`config.mk`:
```
export PLATFORM = sky130hd
export DESIGN_NAME = mc_ctrl_fsm
export DESIGN_NICKNAME = d
export VERILOG_FILES = /design/src/rtl/mc_pkg.sv /design/src/rtl/mc_ctrl_outdec.sv /design/src/rtl/mc_ctrl_fsm.sv
export SDC_FILE = /design/constraint.sdc
export NUM_CORES = 1
export LEC_CHECK = 0
export ABC_AREA = 1
export BUFFER_PORTS_ARGS = -buffer_cell sky130_fd_sc_hd__buf_4
export CAP_MARGIN = 10
export CORE_MARGIN = 2
export CORE_UTILIZATION = 49
export DETAILED_ROUTE_END_ITERATION = 12
export PLACE_DENSITY = 0.92
export REMOVE_ABC_BUFFERS = 1
export SYNTH_ARGS = -nofsm -noshare
export SYNTH_HDL_FRONTEND = slang
export SYNTH_HIERARCHICAL = 1
export SYNTH_SLANG_ARGS = --single-unit
```
`constraint.sdc`:
```
create_clock -name clk -period 2.8 [get_ports clk]
set_clock_uncertainty 0.15 [all_clocks]
set_input_delay 0.28 -clock clk [delete_from_list [all_inputs] [get_ports clk]]
set_output_delay 0.28 -clock clk [all_outputs]
set_load 0.02 [all_outputs]
```
`src/rtl/mc_pkg.sv`:
```
// Shared encodings for the multicycle RV32I control path: states, opcodes,
// datapath select codes and the control word handed from decoder to FSM.
package mc_pkg;

  localparam logic [3:0] S_FETCH    = 4'd0;
  localparam logic [3:0] S_DECODE   = 4'd1;
  localparam logic [3:0] S_MEMADR   = 4'd2;
  localparam logic [3:0] S_MEMREAD  = 4'd3;
  localparam logic [3:0] S_MEMWB    = 4'd4;
  localparam logic [3:0] S_MEMWRITE = 4'd5;
  localparam logic [3:0] S_EXECR    = 4'd6;
  localparam logic [3:0] S_EXECI    = 4'd7;
  localparam logic [3:0] S_ALUWB    = 4'd8;
  localparam logic [3:0] S_BRANCH   = 4'd9;
  localparam logic [3:0] S_JAL      = 4'd10;
  localparam logic [3:0] S_JALR1    = 4'd11;
  localparam logic [3:0] S_JALR2    = 4'd12;
  localparam logic [3:0] S_UPPER    = 4'd13;
  localparam logic [3:0] S_TRAP     = 4'd14;

  localparam logic [6:0] OP_LOAD   = 7'b0000011;
  localparam logic [6:0] OP_STORE  = 7'b0100011;
  localparam logic [6:0] OP_R      = 7'b0110011;
  localparam logic [6:0] OP_I      = 7'b0010011;
  localparam logic [6:0] OP_BRANCH = 7'b1100011;
  localparam logic [6:0] OP_JAL    = 7'b1101111;
  localparam logic [6:0] OP_JALR   = 7'b1100111;
  localparam logic [6:0] OP_LUI    = 7'b0110111;
  localparam logic [6:0] OP_AUIPC  = 7'b0010111;

  localparam logic [2:0] IMM_I = 3'b000;
  localparam logic [2:0] IMM_S = 3'b001;
  localparam logic [2:0] IMM_B = 3'b010;
  localparam logic [2:0] IMM_J = 3'b011;
  localparam logic [2:0] IMM_U = 3'b100;

  localparam logic [1:0] ALUOP_ADD   = 2'b00;
  localparam logic [1:0] ALUOP_SUB   = 2'b01;
  localparam logic [1:0] ALUOP_FUNCT = 2'b10;

  localparam logic [1:0] RES_ALUOUT    = 2'b00;
  localparam logic [1:0] RES_DATA      = 2'b01;
  localparam logic [1:0] RES_ALURESULT = 2'b10;

  localparam logic [1:0] SRCA_PC    = 2'b00;
  localparam logic [1:0] SRCA_OLDPC = 2'b01;
  localparam logic [1:0] SRCA_RS1   = 2'b10;
  localparam logic [1:0] SRCA_ZERO  = 2'b11;

  localparam logic [1:0] SRCB_RS2  = 2'b00;
  localparam logic [1:0] SRCB_IMM  = 2'b01;
  localparam logic [1:0] SRCB_FOUR = 2'b10;

  typedef struct packed {
    logic       pc_write;
    logic       adr_src;
    logic       mem_write;
    logic       ir_write;
    logic       reg_write;
    logic [1:0] result_src;
    logic [1:0] alu_src_a;
    logic [1:0] alu_src_b;
    logic [1:0] alu_op;
    logic [2:0] imm_src;
    logic       illegal;
  } ctrl_t;

  function automatic logic [2:0] imm_src_of(input logic [6:0] op);
    logic [2:0] imm;
    imm = IMM_I;
    case (op)
      OP_LUI, OP_AUIPC: imm = IMM_U;
      OP_JAL:           imm = IMM_J;
      OP_BRANCH:        imm = IMM_B;
      OP_STORE:         imm = IMM_S;
      default:          imm = IMM_I;
    endcase
    return imm;
  endfunction

endpackage

```
`src/rtl/mc_ctrl_outdec.sv`:
```
// Combinational control-word decoder: state plus op/flags to datapath controls,
// including the branch-taken evaluation for the BRANCH step.
module mc_ctrl_outdec
  import mc_pkg::*;
(
  input  logic [3:0] state,
  input  logic [6:0] op,
  input  logic [2:0] funct3,
  input  logic       zero,
  input  logic       lt,
  input  logic       ltu,
  input  logic       mem_ready,
  output ctrl_t      ctrl
);

  logic taken;

  always_comb begin
    taken = 1'b0;
    case (funct3)
      3'b000:  taken = zero;
      3'b001:  taken = !zero;
      3'b100:  taken = lt;
      3'b101:  taken = !lt;
      3'b110:  taken = ltu;
      3'b111:  taken = !ltu;
      default: taken = 1'b0;
    endcase
  end

  always_comb begin
    ctrl         = '0;
    ctrl.imm_src = imm_src_of(op);
    case (state)
      S_FETCH: begin
        ctrl.pc_write   = mem_ready;
        ctrl.ir_write   = mem_ready;
        ctrl.alu_src_a  = SRCA_PC;
        ctrl.alu_src_b  = SRCB_FOUR;
        ctrl.result_src = RES_ALURESULT;
      end
      S_DECODE: begin
        ctrl.alu_src_a = SRCA_OLDPC;
        ctrl.alu_src_b = SRCB_IMM;
      end
      S_MEMADR: begin
        ctrl.alu_src_a = SRCA_RS1;
        ctrl.alu_src_b = SRCB_IMM;
      end
      S_MEMREAD: ctrl.adr_src = 1'b1;
      S_MEMWB: begin
        ctrl.result_src = RES_DATA;
        ctrl.reg_write  = 1'b1;
      end
      S_MEMWRITE: begin
        ctrl.adr_src   = 1'b1;
        ctrl.mem_write = 1'b1;
      end
      S_EXECR: begin
        ctrl.alu_src_a = SRCA_RS1;
        ctrl.alu_src_b = SRCB_RS2;
        ctrl.alu_op    = ALUOP_FUNCT;
      end
      S_EXECI: begin
        ctrl.alu_src_a = SRCA_RS1;
        ctrl.alu_src_b = SRCB_IMM;
        ctrl.alu_op    = ALUOP_FUNCT;
      end
      S_ALUWB: begin
        ctrl.result_src = RES_ALUOUT;
        ctrl.reg_write  = 1'b1;
      end
      S_BRANCH: begin
        ctrl.alu_src_a  = SRCA_RS1;
        ctrl.alu_src_b  = SRCB_RS2;
        ctrl.alu_op     = ALUOP_SUB;
        ctrl.result_src = RES_ALUOUT;
        ctrl.pc_write   = taken;
      end
      S_JAL: begin
        ctrl.alu_src_a  = SRCA_OLDPC;
        ctrl.alu_src_b  = SRCB_FOUR;
        ctrl.result_src = RES_ALUOUT;
        ctrl.pc_write   = 1'b1;
      end
      S_JALR1: begin
        ctrl.alu_src_a = SRCA_RS1;
        ctrl.alu_src_b = SRCB_IMM;
      end
      S_JALR2: begin
        ctrl.result_src = RES_ALUOUT;
        ctrl.pc_write   = 1'b1;
        ctrl.alu_src_a  = SRCA_OLDPC;
        ctrl.alu_src_b  = SRCB_FOUR;
      end
      S_UPPER: begin
        ctrl.alu_src_a = op[5] ? SRCA_ZERO : SRCA_OLDPC;
        ctrl.alu_src_b = SRCB_IMM;
      end
      default: ctrl.illegal = 1'b1;
    endcase
  end

endmodule

```
`src/rtl/mc_ctrl_fsm.sv`:
```
// Main multicycle control FSM: state register, next-state sequencing and
// reset masking of every write enable around the shared output decoder.
// Handshake: an access issued in FETCH/MEMREAD/MEMWRITE holds its controls
// until the cycle mem_ready is high; that cycle completes it and advances.
module mc_ctrl_fsm
  import mc_pkg::*;
#(
  parameter logic [3:0] RESET_STATE = 4'd0
) (
  input  logic       clk,
  input  logic       reset,
  input  logic [6:0] op,
  input  logic [2:0] funct3,
  input  logic       zero,
  input  logic       lt,
  input  logic       ltu,
  input  logic       mem_ready,
  output logic       PCWrite,
  output logic       AdrSrc,
  output logic       MemWrite,
  output logic       IRWrite,
  output logic       RegWrite,
  output logic [1:0] ResultSrc,
  output logic [1:0] ALUSrcA,
  output logic [1:0] ALUSrcB,
  output logic [1:0] ALUOp,
  output logic [2:0] ImmSrc,
  output logic       illegal,
  output logic [3:0] state
);

  logic [3:0] state_q, state_d;
  logic [3:0] dec_state;
  ctrl_t      ctrl;

  always_comb begin
    state_d = S_FETCH;
    case (state_q)
      S_FETCH:    state_d = mem_ready ? S_DECODE : S_FETCH;
      S_DECODE: begin
        case (op)
          OP_LOAD, OP_STORE: state_d = S_MEMADR;
          OP_R:              state_d = S_EXECR;
          OP_I:              state_d = S_EXECI;
          OP_BRANCH:         state_d = S_BRANCH;
          OP_JAL:            state_d = S_JAL;
          OP_JALR:           state_d = S_JALR1;
          OP_LUI, OP_AUIPC:  state_d = S_UPPER;
          default:           state_d = S_TRAP;
        endcase
      end
      S_MEMADR:   state_d = op[5] ? S_MEMWRITE : S_MEMREAD;
      S_MEMREAD:  state_d = mem_ready ? S_MEMWB : S_MEMREAD;
      S_MEMWRITE: state_d = mem_ready ? S_FETCH : S_MEMWRITE;
      S_EXECR, S_EXECI, S_JAL, S_JALR2, S_UPPER: state_d = S_ALUWB;
      S_JALR1:    state_d = S_JALR2;
      default:    state_d = S_FETCH;
    endcase
  end

  always_ff @(posedge clk) begin
    if (reset) state_q <= RESET_STATE;
    else       state_q <= state_d;
  end

  // During reset the selects already show FETCH so the datapath is steered
  // consistently the moment reset drops.
  assign dec_state = reset ? RESET_STATE : state_q;

  mc_ctrl_outdec u_outdec (
    .state     (dec_state),
    .op        (op),
    .funct3    (funct3),
    .zero      (zero),
    .lt        (lt),
    .ltu       (ltu),
    .mem_ready (mem_ready),
    .ctrl      (ctrl)
  );

  assign PCWrite   = ctrl.pc_write  & ~reset;
  assign IRWrite   = ctrl.ir_write  & ~reset;
  assign MemWrite  = ctrl.mem_write & ~reset;
  assign RegWrite  = ctrl.reg_write & ~reset;
  assign illegal   = ctrl.illegal   & ~reset;
  assign AdrSrc    = ctrl.adr_src;
  assign ResultSrc = ctrl.result_src;
  assign ALUSrcA   = ctrl.alu_src_a;
  assign ALUSrcB   = ctrl.alu_src_b;
  assign ALUOp     = ctrl.alu_op;
  assign ImmSrc    = ctrl.imm_src;
  assign state     = state_q;

endmodule
```
==> qor.txt <==
status: complete, no violations
GP Congestion: 0.878
number of buffer cells added on primary ports: 36
count of instances resized after the clock tree is built: 0
cell family with the largest share of critical-path delay: simple AND/OR/NAND/NOR gates
Cells after DPL: 205
diode count: 0
final period demand of the worst path: 2.24 ns
sum of routed wire length over all layers: 2090 um
unrepaired setup endpoints after global routing: no
cell repeated most along the worst path: sky130_fd_sc_hd__nor2_1
leading post-synthesis cells by cell area: sky130_fd_sc_hd__nand2_1 18%, sky130_fd_sc_hd__inv_1 17%, sky130_fd_sc_hd__nor2_1 13%
critical path capture point type: output pin
measured slew at the worst slew-check pin: 0.308 ns
Max Transition Viols Final: 0
grt total ovfl: 0
number of hold-slack violations in the final timing report: 0
busiest layer in global routing: met2
total clock buffers created by CTS: 3
final antenna-violating net count: 0
sort of element at the start of the critical path: flop
final worst slack: 0.560 ns
horizontal die dimension: 43.3 um
clock net sink count: 4
Area growth syn-to-layout: 40.8%
total number of vias: 1023
power density over cell area: 412 mW/mm^2
worst hold slack across all endpoints: 0.162 ns
Leak Pwr: 0.603 nW
fin cells: 208
number of setup violations in the final report: 0
Finished Cell Area: 0.00107 sq mm
Floorplan Core Area: 0.00147 sq mm
CTS Buffer Depth: 2
Avg Synthesized Cell Area: 4.92 sq um
Core Rows: 14
Crit Path Class: reg -> out
crit path buf inv count: 4
clk root buf: sky130_fd_sc_hd__clkbuf_4
depth of the CTS H-tree: 1
global-route wire length before repair: 3440 um
register area share after synthesis: 10.6%
critical path cell sequence: inv_1 > nor2_1 > inv_1 > nor2_1 > nand2_1 > nand2_1 > nor2_1 > nand2_1 > inv_1 > nor2_1 > buf_4
core occupancy in the finished layout: 72.5%
required time of the critical path: 2.37 ns
library cells used by synthesis: 20
first-pass iteration count of the detailed router: 4
signal arrival time at the worst endpoint: 1.81 ns
clock-pin slew of the registers on the worst-case setup and hold paths: 0.04 ns
Die Footprint: 0.00188 sq mm
initial standard-cell utilization of the core: 51.5%
number of top-level pins: 37
global routing usage on met2: 43.3%
Post-CTS Setup Bufs: 0
hold-fix buffers at CTS: 0
number of warning messages in the yosys log: 6
die height: 43.3 um
summed instance area of the synthesized netlist: 758 sq um
critical-path maximum fanout: 7
share of the synthesized area in the top cell type: 18.3%
worst setup timing slack at the placement stage: 0.805 ns
worst slew slack as a fraction of its limit: 79.4%
fin nets: 210
Crit-path slowest cell: sky130_fd_sc_hd__dfxtp_1
setup TNS after final layout: 0 ns
critical path's largest stage delay: 0.45 ns
clock tree from TritonCTS: yes
number of vias per cell after detailed routing: 4.92
Tcrit/Tclk final: 80.0%
number of synthesized register bits: 4
cell taking the most area after synthesis: sky130_fd_sc_hd__nand2_1
max FFs per register: 4
largest net degree at the start of global routing: 14
global routing usage on met3: 5.00%
worst vdd ir: 0.489 mV
upper clock frequency limit: 446 MHz
max-capacitance violation count: 0
Power Total: 0.439 mW
average routed wire per standard cell: 10.0 um
number of antenna violations at the first check in global routing: 0
kind of path behind the tightest hold check: in -> reg
instance area at placement: 0.00104 sq mm
number of design rule violations left after detail routing: 0
ratio of cells with drive above 1 in the final layout: 30.7%
combined global-route utilization of all metal layers: 23.3%
met1 Usage GRT: 27.7%
via count of the first global-routing pass: 874
synthesized instance count: 154
First DRT Iteration DRCs: 19
insertion delay to the later sink of the worst-skew pair: 0.23 ns
final HPWL from detailed placement: 1760 um
most frequent standard cell in the layout excluding fill and tap cells: sky130_fd_sc_hd__nand2_1
most frequent cells in the layout: 37 x sky130_fd_sc_hd__nand2_1, 36 x sky130_fd_sc_hd__buf_4, 34 x sky130_fd_sc_hd__inv_1
==> worst register-to-register path, stage by stage, from the launching register on <==
cell and delay (ns):
sky130_fd_sc_hd__dfxtp_1 0.41, sky130_fd_sc_hd__inv_2 0.08, sky130_fd_sc_hd__nor2_2 0.10, sky130_fd_sc_hd__nand4_1 0.11, sky130_fd_sc_hd__o21ai_1 0.11, sky130_fd_sc_hd__nor2_1 0.08, sky130_fd_sc_hd__a21oi_2 0.13
==> layout make-up <==
cell class | count | area (sq um)
Tap cell | 16 | 20.0
Timing Repair Buffer | 36 | 270
Fill cell | 138 | 404
Sequential cell | 4 | 80.1
Multi-Input combinational cell | 110 | 528
Inverter | 39 | 146
Clock buffer | 3 | 22.5
==> cell usage after synthesis (all sizes together) <==
library cell	number
inv	39
nand2	37
nor2	35
nand3	16
a21oi	7
o21ai	6
dfxtp	4
nand4	4
clkbuf	1
nand3b	1
nor3	1
nor4	1
o22ai	1
or2	1
==> cell families after synthesis <==
family          Yosys count  share of synthesized area (%)
compound gates           14                           9.90
buf+inv                  40                           19.8
flops                     4                           10.6
simple gates             96                           59.7
==> power by group <==
group	internal, mW	switching [mW]
sequential	0.0688	0.0206
clock	0.0479	0.0226
combinational	0.107	0.172
==> path summary, 6_finish.rpt <==
path                  from  endpoint  slack (ns)  cells after the start
setup reg to reg  state[0]  state[2]        1.57                      6
hold reg to reg   state[2]  state[3]        0.61                      3
setup / recovery  state[1]   PCWrite        0.56                     11
hold / removal       reset  state[2]        0.16                      2
==> metal layers <==
metal  up-vias  part of all wire, %
li1        546                    -
met1       444                   41
met2        33                   53
met3         0                  6.0
met4         0                    0
met5         -                    0
Note: power is estimated with default switching activity, not from simulation.
